==> src/rtl/simon_pkg.sv <==
// Shared types for the Simon sequencer: FSM state encoding, colour type and colour decode.
package simon_pkg;

   typedef enum logic [2:0] {
      S_IDLE     = 3'd0,
      S_ADD      = 3'd1,
      S_SHOW_ON  = 3'd2,
      S_SHOW_OFF = 3'd3,
      S_WAIT_IN  = 3'd4,
      S_WIN      = 3'd5,
      S_LOSE     = 3'd6
   } state_t;

   typedef logic [1:0] color_t;

   localparam int NUM_COLORS = 4;

   function automatic logic [NUM_COLORS-1:0] color_onehot(input color_t c);
      color_onehot    = '0;
      color_onehot[c] = 1'b1;
   endfunction

endpackage

==> src/rtl/simon_step_timer.sv <==
// Up-counter with clear > load > enable priority; done flags count==term combinationally.
// Single cycle update, no backpressure.
module simon_step_timer #(
   parameter int W = 32
) (
   input  logic         clk,
   input  logic         clr_n,
   input  logic         clear,
   input  logic         load,
   input  logic [W-1:0] load_val,
   input  logic         en,
   input  logic [W-1:0] term,
   output logic         done
);

   logic [W-1:0] count;

   always_ff @(posedge clk or negedge clr_n) begin
      if (!clr_n) begin
         count <= '0;
      end else if (clear) begin
         count <= '0;
      end else if (load) begin
         count <= load_val;
      end else if (en) begin
         count <= count + W'(1);
      end
   end

   assign done = (count == term);

endmodule

==> src/rtl/simon_sequencer.sv <==
// Simon sequencer: appends an LFSR colour each round, plays the sequence on led, checks button entry.
// Optional input timeout with SIMON_TIMEOUT_EN; outputs follow state, round_pass is registered; no backpressure.
module simon_sequencer
   import simon_pkg::*;
#(
   parameter int          MAX_LEN        = 32,
   parameter int unsigned ON_CYCLES      = 25000000,
   parameter int unsigned OFF_CYCLES     = 12500000,
   parameter int unsigned TIMEOUT_CYCLES = 250000000
) (
   input  logic                  clk,
   input  logic                  clr_n,
   input  logic [31:0]           random_num,
   input  logic                  start,
   input  logic                  btn_valid,
   input  logic [1:0]            btn_color,
   output logic [NUM_COLORS-1:0] led,
   output logic                  busy,
   output logic                  round_pass,
   output logic                  game_over,
   output logic                  won,
   output logic [5:0]            score
);

   localparam int SW = 6;
   localparam int IW = (MAX_LEN > 1) ? $clog2(MAX_LEN) : 1;

   state_t          state, state_next;
   logic [SW-1:0]   score_next;
   logic [IW-1:0]   idx, idx_next;
   logic            pass_next;
   logic            last;
   logic            t_clear, t_en, t_done;
   logic [31:0]     t_term;
   color_t          seq [MAX_LEN];
   logic            unused_bits;

   assign unused_bits = ^random_num[31:2];
   assign last        = ({{(SW-IW){1'b0}}, idx} == (score - SW'(1)));

   simon_step_timer #(.W(32)) u_timer (
      .clk      (clk),
      .clr_n    (clr_n),
      .clear    (t_clear),
      .load     (1'b0),
      .load_val (32'd0),
      .en       (t_en),
      .term     (t_term),
      .done     (t_done)
   );

   always_ff @(posedge clk or negedge clr_n) begin
      if (!clr_n) begin
         state      <= S_IDLE;
         score      <= '0;
         idx        <= '0;
         round_pass <= 1'b0;
      end else begin
         state      <= state_next;
         score      <= score_next;
         idx        <= idx_next;
         round_pass <= pass_next;
      end
   end

   // Sequence contents are don't-care after reset, so no reset term here.
   always_ff @(posedge clk) begin
      if (state == S_ADD) begin
         seq[score[IW-1:0]] <= random_num[1:0];
      end
   end

   always_comb begin
      state_next = state;
      score_next = score;
      idx_next   = idx;
      pass_next  = 1'b0;
      t_clear    = 1'b0;
      t_en       = 1'b0;
      t_term     = '0;
      led        = '0;
      busy       = 1'b0;
      game_over  = 1'b0;
      won        = 1'b0;

      case (state)
         S_IDLE, S_WIN, S_LOSE: begin
            game_over = (state != S_IDLE);
            won       = (state == S_WIN);
            if (start) begin
               score_next = '0;
               idx_next   = '0;
               state_next = S_ADD;
            end
         end
         S_ADD: begin
            busy       = 1'b1;
            score_next = score + SW'(1);
            idx_next   = '0;
            t_clear    = 1'b1;
            state_next = S_SHOW_ON;
         end
         S_SHOW_ON: begin
            busy   = 1'b1;
            led    = color_onehot(seq[idx]);
            t_en   = 1'b1;
            t_term = 32'(ON_CYCLES - 1);
            if (t_done) begin
               t_clear    = 1'b1;
               state_next = S_SHOW_OFF;
            end
         end
         S_SHOW_OFF: begin
            busy   = 1'b1;
            t_en   = 1'b1;
            t_term = 32'(OFF_CYCLES - 1);
            if (t_done) begin
               t_clear = 1'b1;
               if (last) begin
                  idx_next   = '0;
                  state_next = S_WAIT_IN;
               end else begin
                  idx_next   = idx + IW'(1);
                  state_next = S_SHOW_ON;
               end
            end
         end
         S_WAIT_IN: begin
            t_term = 32'(TIMEOUT_CYCLES - 1);
`ifdef SIMON_TIMEOUT_EN
            t_en   = 1'b1;
`endif
            // A press in the final timeout cycle wins over the timeout.
            if (btn_valid) begin
               if (btn_color != seq[idx]) begin
                  state_next = S_LOSE;
               end else if (!last) begin
                  idx_next = idx + IW'(1);
                  t_clear  = 1'b1;
               end else if (score == SW'(MAX_LEN)) begin
                  state_next = S_WIN;
               end else begin
                  pass_next  = 1'b1;
                  state_next = S_ADD;
               end
            end
`ifdef SIMON_TIMEOUT_EN
            else if (t_done) begin
               state_next = S_LOSE;
            end
`endif
         end
         default: state_next = S_IDLE;
      endcase
   end

endmodule

==> config.mk <==
export PLATFORM = sky130hd
export DESIGN_NAME = simon_sequencer
export DESIGN_NICKNAME = d
export VERILOG_FILES = /design/src/rtl/simon_pkg.sv /design/src/rtl/simon_step_timer.sv /design/src/rtl/simon_sequencer.sv
export SDC_FILE = /design/constraint.sdc
export NUM_CORES = 1
export LEC_CHECK = 0
export CORE_AREA = 8 8 108 110
export CTS_BUF_LIST = sky130_fd_sc_hd__clkbuf_4
export DETAILED_ROUTE_END_ITERATION = 16
export DIE_AREA = 0 0 116 118
export GPL_ROUTABILITY_DRIVEN = 0
export PLACE_DENSITY = 0.86
export SLEW_MARGIN = 10
export SYNTH_ARGS = -nofsm -noshare
export SYNTH_HDL_FRONTEND = slang
export SYNTH_HIERARCHICAL = 1
export SYNTH_SLANG_ARGS = --single-unit
==> constraint.sdc <==
create_clock -name clk -period 5.7 [get_ports clk]
set_clock_uncertainty 0.2 [all_clocks]
set_input_delay 0.57 -clock clk [delete_from_list [all_inputs] [get_ports clk]]
set_output_delay 0.57 -clock clk [all_outputs]
set_load 0.01 [all_outputs]
## Word level (Yosys, flattened, before mapping)

Memory sizes are Yosys's and may differ from the RTL's.
Cells that the tools add are included.

| storage, ports and cells | value |
|---|---|
| flip-flop bits (word level) | 47 |
| latch bits | 0 |
| RAM bits | 64 |
| bits in read-only memories | 0 |
| input bits | 38 |
| output and inout bits | 14 |
| memories kept | 1 |

Memory list:

| memory | words | bits a word | rd ports | clocked after Yosys merged registers in | write ports | line | RTL |
|---|---|---|---|---|---|---|---|
| seq | 32 | 2 | 1 | 0 | 1 | simon_sequencer.sv:35 | `color_t seq [MAX_LEN];` |

| cells by class | value |
|---|---|
| add/subtract/negate cells | 4 |
| multipliers | 0 |
| div/mod/pow operators | 0 |
| $lt $le $gt $ge | 2 |
| eq/ne operators | 17 |
| shifts and indexed selects | 0 |
| muxes and demuxes | 40 |
| bitwise operators | 0 |
| reduce and logical (&&, ||, !) cells | 12 |

Operators with widths:

| cell | number |
|---|---|
| case mux 28 bit (3 select lines) | 1 |
| two-way mux 32 bit | 2 |
| adder 32 x 1 -> 32 bit, second input constant | 1 |
| == test 32 x 28 -> 1 bit | 1 |
| two-way mux 5 bit | 6 |
| two-way mux 3 bit | 8 |
| case mux 5 bit (4 select lines) | 1 |
| two-way mux 1 bit | 16 |
| case mux 3 bit (5 select lines) | 1 |
| inequality test 2 bit, second input constant | 6 |
| case mux 6 bit (2 select lines) | 1 |
| == test 3 bit, second input constant | 3 |
| adder 6 x 1 -> 6 bit, second input constant | 1 |
| == test 3 x 2 -> 1 bit, second input constant | 2 |
| == test 5 x 6 -> 1 bit | 1 |
| == test 6 bit, second input constant | 1 |
| two-way mux 6 bit | 1 |
| AND reduction 6 bit | 1 |
| OR reduction 3 bit | 2 |
| subtractor 6 x 1 -> 6 bit, second input constant | 1 |
| adder 5 x 1 -> 5 bit, second input constant | 1 |
| AND reduction 5 bit | 1 |
| two-way mux 4 bit | 1 |
| nonzero test 2 bit | 2 |
| other kinds (13) | 13 |

## Depth between registers and ports, before layout

Gate-level depths: netlist of run 1.

| depth | value |
|---|---|
| word-level depth | 7 |
| mapped depth | 14 |

## By module

The synthesis of run 1 kept the hierarchy.

Modules (own cells, without submodules):

| module | instances | cells each | area each (um^2) |
|---|---|---|---|
| simon_sequencer | 1 | 321 | 4002.6 |
| simon_step_timer | 1 | 273 | 2351.0 |

## Least setup slack after synthesis of run 1

OpenSTA, ideal clock, no wires.

| timing | value |
|---|---|
| kind | flip-flop to flip-flop |
| start | register idx[0] |
| end | register u_timer.count[1] |
| library setup time | 0.132 ns |
| arrival | 2.829 ns |
| setup slack | 2.539 ns |
| stages on the path, launching flop included | 14 |
| path buffers | 5 |
| period minus slack after synthesis | 3.161 ns |
| cell sequence | dfrtp_1 -> buf_6 -> and2_1 -> buf_2 -> a221oi_1 -> nor3_1 -> o32a_2 -> xor2_2 -> nand4_1 -> o21ai_0 -> clkbuf_1 -> buf_2 -> clkbuf_1 -> nor2_1 |

| between the ends | value |
|---|---|
| word-level cells in the longest chain between the ends | 6 |

RTL lines:

| what | line | RTL |
|---|---|---|
| start, declared | simon_sequencer.sv:30 | `logic [IW-1:0] idx, idx_next;` |
| start signal, assigned | simon_sequencer.sv:61 | `idx <= idx_next;` |
| memory read (32 x 2 bit) / == test 5 x 6 -> 1 bit (equally long branches) | - |  |
| inequality test 2 bit / two-way mux 1 bit (equally long branches) | simon_sequencer.sv:135, simon_sequencer.sv:137 |  |
| two-way mux 1 bit (*) | simon_sequencer.sv:135 | `if (btn_color != seq[idx]) begin` |
| two-way mux 1 bit (*) | simon_sequencer.sv:134 | `if (btn_valid) begin` |
| case mux 1 bit (3 select lines) (*) | simon_sequencer.sv:86 | `case (state)` |
| via t_clear | simon_sequencer.sv:33 | `logic t_clear, t_en, t_done;` |
| two-way mux 32 bit / nonzero test 2 bit (equally long branches) | - |  |
| end signal, assigned | simon_step_timer.sv:24 | `count <= load_val;` |
| end signal, assigned | simon_step_timer.sv:26 | `count <= count + W'(1);` |
| end, declared | simon_step_timer.sv:16 | `logic [W-1:0] count;` |

Mark *: on every way through the listed nets, which the timed path passes. The rest lies on a longest branch.
A chain may end at the register's enable or synchronous reset.

## Worst setup path after layout of run 1

| timing | value |
|---|---|
| start | register idx[0] |
| end | output port led[2] |

| between the ends | value |
|---|---|
| word-level cells in the longest chain between the ends | 6 |

RTL lines:

| what | line | RTL |
|---|---|---|
| memory read (32 x 2 bit) (*) | - |  |
| < comparator 2 x 3 -> 1 bit (not written as such) / greater-or-equal comparator 2 x 1 -> 1 bit (equally long branches) | simon_pkg.sv:20 | `color_onehot[c] = 1'b1;` |
| logical AND 1 bit (not written as such) | simon_pkg.sv:20 |  |
| two-way mux 1 bit (not written as such) | simon_pkg.sv:20 |  |
| demux 1 bit (select 2 bit) (*) | simon_pkg.sv:20 |  |
| two-way mux 4 bit (*) | simon_sequencer.sv:86 |  |
| end, declared | simon_sequencer.sv:17 | `output logic [NUM_COLORS-1:0] led,` |

Every way passes the cells marked *; elsewhere a longest branch is shown, timed or not.

==> results of run 1 <==
## kinds of logic after synthesis
logic type	count (synthesis)	synth area share, %
AND/OR/NAND/NOR	237	19.06
flip-flops	111	48.76
AO/OA/AOI/OAI	91	10.02
XOR/XNOR	68	9.610
buffers and inverters	50	3.801
multiplexers	30	7.503
adder cells (fa/ha/maj)	6	1.182
other	1	0.05902
## metal layers
| metal | vias to the layer above | GRT usage, % | wire [um] |
|---|---|---|---|
| met3 | 36 | 4.823 | 956 |
| met2 | 207 | 33.77 | 6984 |
| li1 | 2199 | - | - |
| met1 | 2334 | 27.80 | 5926 |
| met5 | - | 0 | 0 |
| met4 | 0 | 9.976 | 524 |
## power by group
part	internal [mW]	leakage (nW)	switching, mW
registers	0.890	1.14	0.115
clock network	0.102	0.0751	0.287
logic	0.199	1.28	0.232
## Yosys cell counts (all sizes together) (12+ instances only)
cell type	instances	share of area (%)
nor2	81	4.8
edfxtp	64	30
xor2	61	8.6
dfrtp	47	19
nand2	45	2.7
nand3	24	2.1
a21oi	20	1.6
nand4	20	2.3
clkbuf	18	1.1
buf	17	1.9
a211oi	16	1.9
o21ai	16	1.3
mux2i	15	2.4
nor4	15	2.0
inv	14	0.83
mux4	12	4.6
nor3	12	1.0
## worst max-delay path by stage
stage / from / to / slack [ns]
floorplan: idx[0]$_DFFE_PN0P_ / u_timer/count[1]$_DFFE_PN0P_ / 2.54
global placement: idx[0]$_DFFE_PN0P_ / u_timer/count[27]$_DFFE_PN0P_ / 1.52
detailed placement: idx[0]$_DFFE_PN0P_ / u_timer/count[30]$_DFFE_PN0P_ / 1.40
CTS: idx[0]$_DFFE_PN0P_ / led[2] / 1.20
global route: idx[0]$_DFFE_PN0P_ / led[2] / 1.03
finish: idx[0]$_DFFE_PN0P_ / led[2] / 1.23
## sequential cells by signal (all words and copies together) (netlist names)
name           flops
idx                5
round_pass         1
score              6
seq               64
state              3
u_timer/count     32
## area by class of cell
cell class	instances	area [um2]	share of cell area (%)
multi-input combinational	471	3161	46.20
sequential	111	3098	45.28
inverter	15	56.30	0.8230
clock buffer	9	67.56	0.9876
timing repair buffer	23	220.2	3.219
clock inverter	7	68.82	1.006
tap	136	170.2	2.487
## placed cells by master (no fill, tap or decap), types with 3 or more instances in the layout
| cell | n |
|---|---|
| and2_1 | 6 |
| clkbuf_4 | 9 |
| xor2_1 | 59 |
| o21ai_0 | 14 |
| or3_1 | 6 |
| conb_1 | 39 |
| nand3_1 | 23 |
| mux2_2 | 3 |
| dfrtp_1 | 47 |
| ha_1 | 6 |
| nand2b_1 | 8 |
| nand4_1 | 17 |
| o22ai_1 | 3 |
| mux4_2 | 6 |
| nor2_1 | 81 |
| mux2i_1 | 15 |
| a21o_1 | 4 |
| edfxtp_1 | 64 |
| and3_1 | 6 |
| mux4_1 | 6 |
| nand2_1 | 45 |
| a211oi_1 | 16 |
| a31oi_1 | 4 |
| xnor2_1 | 7 |
| a311oi_1 | 4 |
| clkdlybuf4s50_1 | 20 |
| nor2b_1 | 6 |
| a22o_1 | 4 |
| nor3_1 | 11 |
| nor4_1 | 12 |
| a221oi_1 | 6 |
| inv_1 | 14 |
| nand4_2 | 3 |
| a21oi_1 | 19 |
## through the flow
stage	setup slack, ns	area (um2)	utilization [%]	cells	power (mW)
final	1.234	6842	68.42	772	1.825
after global routing	1.028	6842	68.42	772	1.906
after CTS	1.197	6842	68.42	772	1.820
after detailed placement	1.397	6705	67.05	756	1.440
after global placement	1.521	6705	67.05	756	1.419
after floorplan	2.539	6496	-	632	1.320
==> impl_metrics.yaml, run 1 <==
status:
  status: "finished, final reports clean"
cts:
  holdBufCountCts: 0
  numCtsBuffers: 9
  insertion_delay_ns: 0.50
  clk_pin_slew_ns: 0.18
  cts_repair_resize_count: 0
  h-tree-depth: 3
  cts_root_buf: "clkbuf_4"
  cts_tree: "done"
  post_cts_buffers: 0
  cts.sinks: 111
  cts_max_path_buffers: 2
job:
  maxCapViolCount: 0
setup_path:
  critPathMaxStageDelay_ns: 1.00
  required_ns: 4.93
  cp.arrival_ns: 3.70
  critical_path_buf_inv_count: 2
  cp_slowest_cell: "dfrtp_1"
  regToRegSetupSlack_ns: 1.38
  reg2reg_to: "u_timer/count[30]$_DFFE_PN0P_"
  cp_max_fo: 17
  critPathTopFamily: "flip-flops"
  path_cells: "mux4_1 > a221oi_1 > o32a_2 > inv_1 > nor4_1 > clkdlybuf4s50_1"
  endpoint_kind: "output pin"
  crit_cells: 6
  cp-start-kind: "flop"
  r2r_cells: 9
  crit_type: "flop to output pin"
  r2r-start: "idx[0]$_DFFE_PN0P_"
drt:
  drt_pass1_iterations: 5
  drt_iter0_markers: 463
  ant_nets: 0
  wirelength_mm: 14.39
  drc: 0
  via_count: 4776
  wl_per_cell_um: 18.64
  viasPerCell: 6.187
timing:
  slew_headroom_pct: 26.50
  worst_pin_slew_ns: 1.099
  setup_viol: 0
  max_freq_mhz: 223.9
  rsz0062_at_grt: "no"
  hold_viol: 0
  period_share_pct: 78.35
  slew_violations: 0
  setup-tns-final_ns: 0
  fin_crit_ns: 4.466
  timing.hold.ws_ns: 0.05878
layout:
  diodes: 0
  nFillCells: 764
  layout-drive-gt1-share_pct: 7.390
  fin_nets: 675
  areaGrowthSynthToFinish_pct: 7.680
placed_design:
  io_buffer_count: 21
  place_hpwl_mm: 10.03
grt:
  grt_max_degree: 49
  antenna_found_initial: 0
  grt_usage_pct: 21.61
  grt_overflow: 0
  grt_pass1_vias: 4637
  grt_pass1_wl_mm: 23.11
floorplan:
  io-pin-count: 52
  die_h_um: 118
  rows: 37
  die_area_um2: 13690
  die_w_um: 116
  core-area_um2: 10000
  initial_core_util_pct: 63.54
synth:
  netlist-cell-type-count: 64
  ys.flop_type: "edfxtp_1"
  synth_edf_count: 64
  synthesis.area_um2: 6354
  yosys_warnings: 6
  ys_seq_area_share_pct: 48.76
  synthArstFlopShare_pct: 42.34
  synth-seq-cells: 111
  avgSynthCellArea_um2: 10.70
  synthCells: 594
min_path:
  hold_class: "primary input to asynchronous set/reset pin"
power_and_ir_drop:
  leakagePower_nw: 2.494
  ir_drop_mv: 0.2538
  cellPowerDensity_nw_per_um2: 266.7
(Power assumes the default switching activity.)
==> run 2, diff against run 1 <==
CORE_AREA = 8 8 117 119   (was 8 8 108 110)
DIE_AREA = 0 0 125 127   (was 0 0 116 118)
PLACE_DENSITY = 0.77   (was 0.86)
clock period = 4.1 ns   (was 5.7 ns; I/O delays follow)
==> run 2 against run 1 <==
Clock-buffer cell count unchanged. Combinational power rose by 55%. Cell area up 1.6%. Sequential power increased by 37%. Clock power is 34% higher.
==> impl_metrics.yaml, run 2 (synthesized netlist as in run 1, its figures left out) <==
status:
  status: "finished, final reports clean"
cts:
  numCtsBuffers: 9
  cts_tree: "done"
  insertion_delay_ns: 0.50
  cts.sinks: 111
  h-tree-depth: 3
  clk_pin_slew_ns: 0.18
  cts_root_buf: "clkbuf_4"
  cts_max_path_buffers: 2
placed_design:
  place_hpwl_mm: 9.811
  place_inst: 773
  io_buffer_count: 21
layout:
  layout-drive-gt1-share_pct: 8.696
  final_cell_mix: "nor2_1, edfxtp_1, xor2_1, dfrtp_1, nand2_1"
  layout_commonest_cell: "nor2_1"
  largest_register_ffs: 64
  fin_nets: 684
  layoutNonFillerInstCount: 793
  areaGrowthSynthToFinish_pct: 9.394
  nFillCells: 992
drt:
  drt_pass1_iterations: 5
  via_count: 4658
  drt_iter0_markers: 398
  drc: 0
  wirelength_mm: 14.05
  viasPerCell: 5.874
  wl_per_cell_um: 17.72
  ant_nets: 0
floorplan:
  die_area_um2: 15880
  rows: 40
  die_w_um: 125
  core-area_um2: 11810
  die_h_um: 127
  initial_core_util_pct: 53.79
  io-pin-count: 52
timing:
  slew_headroom_pct: 28.15
  hold_viol: 0
  rsz0062_at_grt: "no"
  period_share_pct: 94.06
  setup-tns-final_ns: 0
  max_freq_mhz: 259.3
  fin_crit_ns: 3.856
  setup_viol: 0
  slew_violations: 0
  worst_pin_slew_ns: 1.078
grt:
  grt_pass1_vias: 4476
  grt_max_degree: 49
  grt_usage_pct: 17.91
  grt_pass1_wl_mm: 22.94
  antenna_found_initial: 1
  grt_overflow: 0
setup_path:
  endpoint_kind: "output pin"
  r2r_cells: 11
  cp.arrival_ns: 3.25
  crit_type: "flop to output pin"
  required_ns: 3.49
  cp_max_fo: 6
  cp-start-kind: "flop"
power_and_ir_drop:
  finalPower_mw: 2.558
  leakagePower_nw: 2.540
  ir_drop_mv: 0.2634
  cellPowerDensity_nw_per_um2: 368.0
job:
  maxCapViolCount: 0
min_path:
  whs_path_depth: 3
  hold_class: "primary input to flop"
run 2: changes by cell type in the layout (fill, tap and decap cells not counted), sizes merged:
cell         before  now
buf               3   11
dlygate4sd3       0    1
clkinv            4    3
diode             0    2
run 2: final timing paths:
kind,from,end,slack (ns)
setup / recovery,idx[0]$_DFFE_PN0P_,led[2],0.24
hold / removal,btn_valid,round_pass$_DFF_PN0_,0.37
setup reg to reg,state[2]$_DFFE_PN0P_,idx[3]$_DFFE_PN0P_,0.27
hold reg to reg,u_timer/count[31]$_DFFE_PN0P_,u_timer/count[31]$_DFFE_PN0P_,0.38
max in group asynchronous,clr_n,idx[0]$_DFFE_PN0P_,2.55
min in group asynchronous,clr_n,u_timer/count[25]$_DFFE_PN0P_,0.42
run 2: per-layer routing:
metal / GRT usage (%) / share of wire [%] / vias up / routed length [um]
met3: 3.869 / 4.9 / 21 / 684
met5: 0 / 0 / - / 0
met2: 30.14 / 50 / 140 / 7036
met1: 22.23 / 43 / 2272 / 6088
met4: 6.805 / 1.7 / 0 / 240
li1: - / - / 2225 / -
run 2: through the flow:
| stage | hold WS [ns] | utilization [%] | area [um2] | setup slack [ns] |
|---|---|---|---|---|
| global placement | 0.3456 | 57.48 | 6789 | 0.4242 |
| finish | 0.3729 | 58.85 | 6950 | 0.2437 |
| global route | 0.3550 | 58.85 | 6950 | 0.02418 |
| floorplan | -0.08559 | - | 6496 | 0.9393 |
| CTS | 0.3387 | 58.67 | 6929 | 0.04666 |
| detailed placement | 0.3380 | 57.48 | 6789 | 0.3876 |
run 2: power breakdown:
| part | internal, mW | switching, mW |
|---|---|---|
| Combinational | 0.310 | 0.358 |
| Clock | 0.139 | 0.385 |
| Sequential | 1.24 | 0.127 |
| Total | 1.69 | 0.871 |
run 2: area by class of cell:
type	count	area, um2	share of cell area [%]
Antenna cell	2	5.005	0.07201
Inverter	15	56.30	0.8101
Timing Repair Buffer	32	315.3	4.536
Clock buffer	9	67.56	0.9721
Multi-Input combinational cell	471	3161	45.47
Clock inverter	6	62.56	0.9001
Sequential cell	111	3099	44.59
Tap cell	147	183.9	2.646
run 2: timing repair:
action                                  4_1_cts  5_1_grt
endpoints found under the hold margin        47        0
setup buffers                                 0        2
resized for setup                             0        1
hold buffers                                  1        0
endpoints found under the setup margin        0        1
run 2: critical path, stage by stage (launching register included):
cell and delay (ns):
dfrtp_2 0.50, buf_4 0.17, mux4_1 0.58, a221oi_1 0.33
o32a_2 0.25, inv_1 0.07, nor4_1 0.26, clkdlybuf4s50_1 0.60
==> run 3, diff against run 2 <==
--- a/config.mk
+++ b/config.mk
@@ -6,10 +6,10 @@
 export NUM_CORES = 1
 export LEC_CHECK = 0
-export CORE_AREA = 8 8 117 119
+export CORE_AREA = 8 8 122 124
 export CTS_BUF_LIST = sky130_fd_sc_hd__clkbuf_4
 export DETAILED_ROUTE_END_ITERATION = 16
-export DIE_AREA = 0 0 125 127
+export DIE_AREA = 0 0 130 132
 export GPL_ROUTABILITY_DRIVEN = 0
-export PLACE_DENSITY = 0.77
+export PLACE_DENSITY = 0.71
 export SLEW_MARGIN = 10
 export SYNTH_ARGS = -nofsm -noshare
==> constraint.sdc (replaced) <==
create_clock -name clk -period 4.1 [get_ports clk]
set_clock_uncertainty 0.2 [all_clocks]
set_input_delay 0.41 -clock clk [delete_from_list [all_inputs] [get_ports clk]]
set_output_delay 0.41 -clock clk [all_outputs]
set_load 0.05 [all_outputs]
==> run 3 against run 2 <==
Total power grew 3.3%. Cell area grew 0.47%. Sequential share of layout area decreased by 0.23 points. Non-clock buffer count unchanged. Critical path depth rose by 3. Global-route usage is 0.26 points lower. Register-to-register slack better by 0.20 ns. Clock power increased by 6.7%. Worst hold slack lost 0.18 ns. First-iteration DRC count decreased by 5.8%. Core utilization decreased by 5.0 points. Highest routed layer unchanged.
==> impl_metrics.yaml, run 3 (synthesized netlist as in run 1, its figures left out) <==
grt:
  grt_usage_pct: 17.65
  grt_overflow: 0
  grt_pass1_vias: 4628
  antenna_found_initial: 0
  grt_pass1_wl_mm: 23.96
  grt_max_degree: 49
cts:
  numCtsBuffers: 9
  cts_max_path_buffers: 2
  cts_tree: "done"
  post_cts_buffers: 0
  cts_root_buf: "clkbuf_4"
  h-tree-depth: 3
  clk_pin_slew_ns: 0.18
  insertion_delay_ns: 0.50
  cts.sinks: 111
  cts_repair_resize_count: 0
  holdBufCountCts: 1
status:
  status: "finished, final reports clean"
power_and_ir_drop:
  p_clk_share_pct: 21.2
  p_sw_mw: 0.9684
  cellPowerDensity_nw_per_um2: 378.4
  pwr-share-comb_pct: 27.5
  power_frac_seq_pct: 51.3
  leakagePower_nw: 2.553
  swShare_pct: 36.65
  p_int_mw: 1.674
  ir_drop_mv: 0.2654
floorplan:
  io-pin-count: 52
  initial_core_util_pct: 48.95
  core-area_um2: 12980
  die_area_um2: 17160
  die_w_um: 130
  die_h_um: 132
  rows: 42
layout:
  seq_area_um2: 3098
  areaGrowthSynthToFinish_pct: 9.906
  layoutNonFillerInstCount: 821
  layout-drive-gt1-share_pct: 9.302
  nFillCells: 1170
  final_cell_mix: "nor2_1, edfxtp_1, xor2_1, dfrtp_1, nand2_1"
  diodes: 0
  largest_register_ffs: 64
  multi_input_area_um2: 3161
  fin_nets: 684
  layout_commonest_cell: "nor2_1"
timing:
  max_freq_mhz: 275.5
  setup-tns-final_ns: 0
  fin_crit_ns: 3.630
  setup_ws_ns: 0.4702
  rsz0062_at_grt: "no"
  slew_violations: 0
  period_share_pct: 88.53
  setup_viol: 0
  hold_viol: 0
  slew_headroom_pct: 28.64
  worst_pin_slew_ns: 1.067
setup_path:
  endpoint_kind: "flop"
  cp.arrival_ns: 3.82
  r2r-start: "idx[0]$_DFFE_PN0P_"
  cp_max_fo: 11
  required_ns: 4.29
  cp-start-kind: "flop"
  r2r_cells: 10
  regToRegSetupSlack_ns: 0.47
  crit_type: "flop to flop"
  reg2reg_to: "u_timer/count[30]$_DFFE_PN0P_"
  crit_path_start: "idx[0]$_DFFE_PN0P_"
  timing.critical_path.to: "u_timer/count[30]$_DFFE_PN0P_"
placed_design:
  place_inst: 803
  place_hpwl_mm: 10.03
  place_worst_setup_slack_ns: 0.5336
  io_buffer_count: 21
drt:
  ant_nets: 0
  wirelength_mm: 14.40
  drt_iter0_markers: 375
  viasPerCell: 5.694
  drt_pass1_iterations: 4
  drc: 0
  via_count: 4675
  wl_per_cell_um: 17.53
min_path:
  hold_class: "primary input to asynchronous set/reset pin"
job:
  maxCapViolCount: 0
## run 3: cell types whose count changed in the layout (fill, tap and decap cells not counted), sizes merged
cell,before,now
inv,18,19
clkdlybuf4s50,20,16
clkinv,3,2
buf,11,15
diode,2,0
clkinvlp,0,1
## run 3: layer usage
metal | track usage [%] | vias to the layer above | routed length, um
met5 | 0 | - | 0
met4 | 6.714 | 0 | 269
met3 | 3.074 | 19 | 692
met2 | 28.42 | 119 | 7039
met1 | 23.09 | 2309 | 6393
li1 | - | 2228 | -
## run 3: per-stage QoR
| step | power (mW) | hold slack, ns | utilization [%] | cell area [um2] |
|---|---|---|---|---|
| 6_report | 2.643 | 0.1959 | 53.80 | 6983 |
| 5_1_grt | 2.782 | 0.1992 | 53.80 | 6983 |
| 4_1_cts | 2.657 | 0.3282 | 53.64 | 6963 |
| 3_5_place_dp | 2.096 | 0.3424 | 52.47 | 6810 |
| 3_3_place_gp | 2.077 | 0.3471 | 52.47 | 6810 |
| 2_1_floorplan | 1.912 | -0.08559 | - | 6496 |
## run 3: area by class of cell
| class | instances | area share [%] |
|---|---|---|
| multi-input combinational | 471 | 45.26 |
| sequential | 111 | 44.36 |
| timing repair buffer | 32 | 4.372 |
| tap | 176 | 3.154 |
| clock inverter | 7 | 1.075 |
| clock buffer | 9 | 0.9676 |
| inverter | 15 | 0.8063 |
## run 3: critical path, cell delays in order, from the launching register on
cell      delay [ns]
dfrtp_1         0.38
buf_4           0.21
mux4_1          0.62
a221oi_1        0.32
o32a_2          0.30
xor2_2          0.21
nand4_1         0.23
o21ai_2         0.45
nor3_1          0.17
a21o_1          0.20
a22o_1          0.22
## run 3: power by group through the flow
| stage | Clock (mW) | Combinational [mW] | Sequential (mW) |
|---|---|---|---|
| floorplan | 0 | 0.541 | 1.37 |
| global placement | 0 | 0.702 | 1.38 |
| detailed placement | 0 | 0.719 | 1.38 |
| CTS | 0.579 | 0.722 | 1.36 |
| global route | 0.616 | 0.797 | 1.37 |
| finish | 0.559 | 0.727 | 1.36 |
## run 3: worst min path at each step
stage / startpoint / to / slack [ns] / cells past startpoint
floorplan: clr_n / idx[0]$_DFFE_PN0P_ / -0.09 / 0
global placement: u_timer/count[31]$_DFFE_PN0P_ / u_timer/count[31]$_DFFE_PN0P_ / 0.35 / 1
detailed placement: u_timer/count[31]$_DFFE_PN0P_ / u_timer/count[31]$_DFFE_PN0P_ / 0.34 / 1
CTS: btn_valid / round_pass$_DFF_PN0_ / 0.33 / 3
global route: clr_n / u_timer/count[17]$_DFFE_PN0P_ / 0.20 / 2
finish: clr_n / u_timer/count[17]$_DFFE_PN0P_ / 0.20 / 2
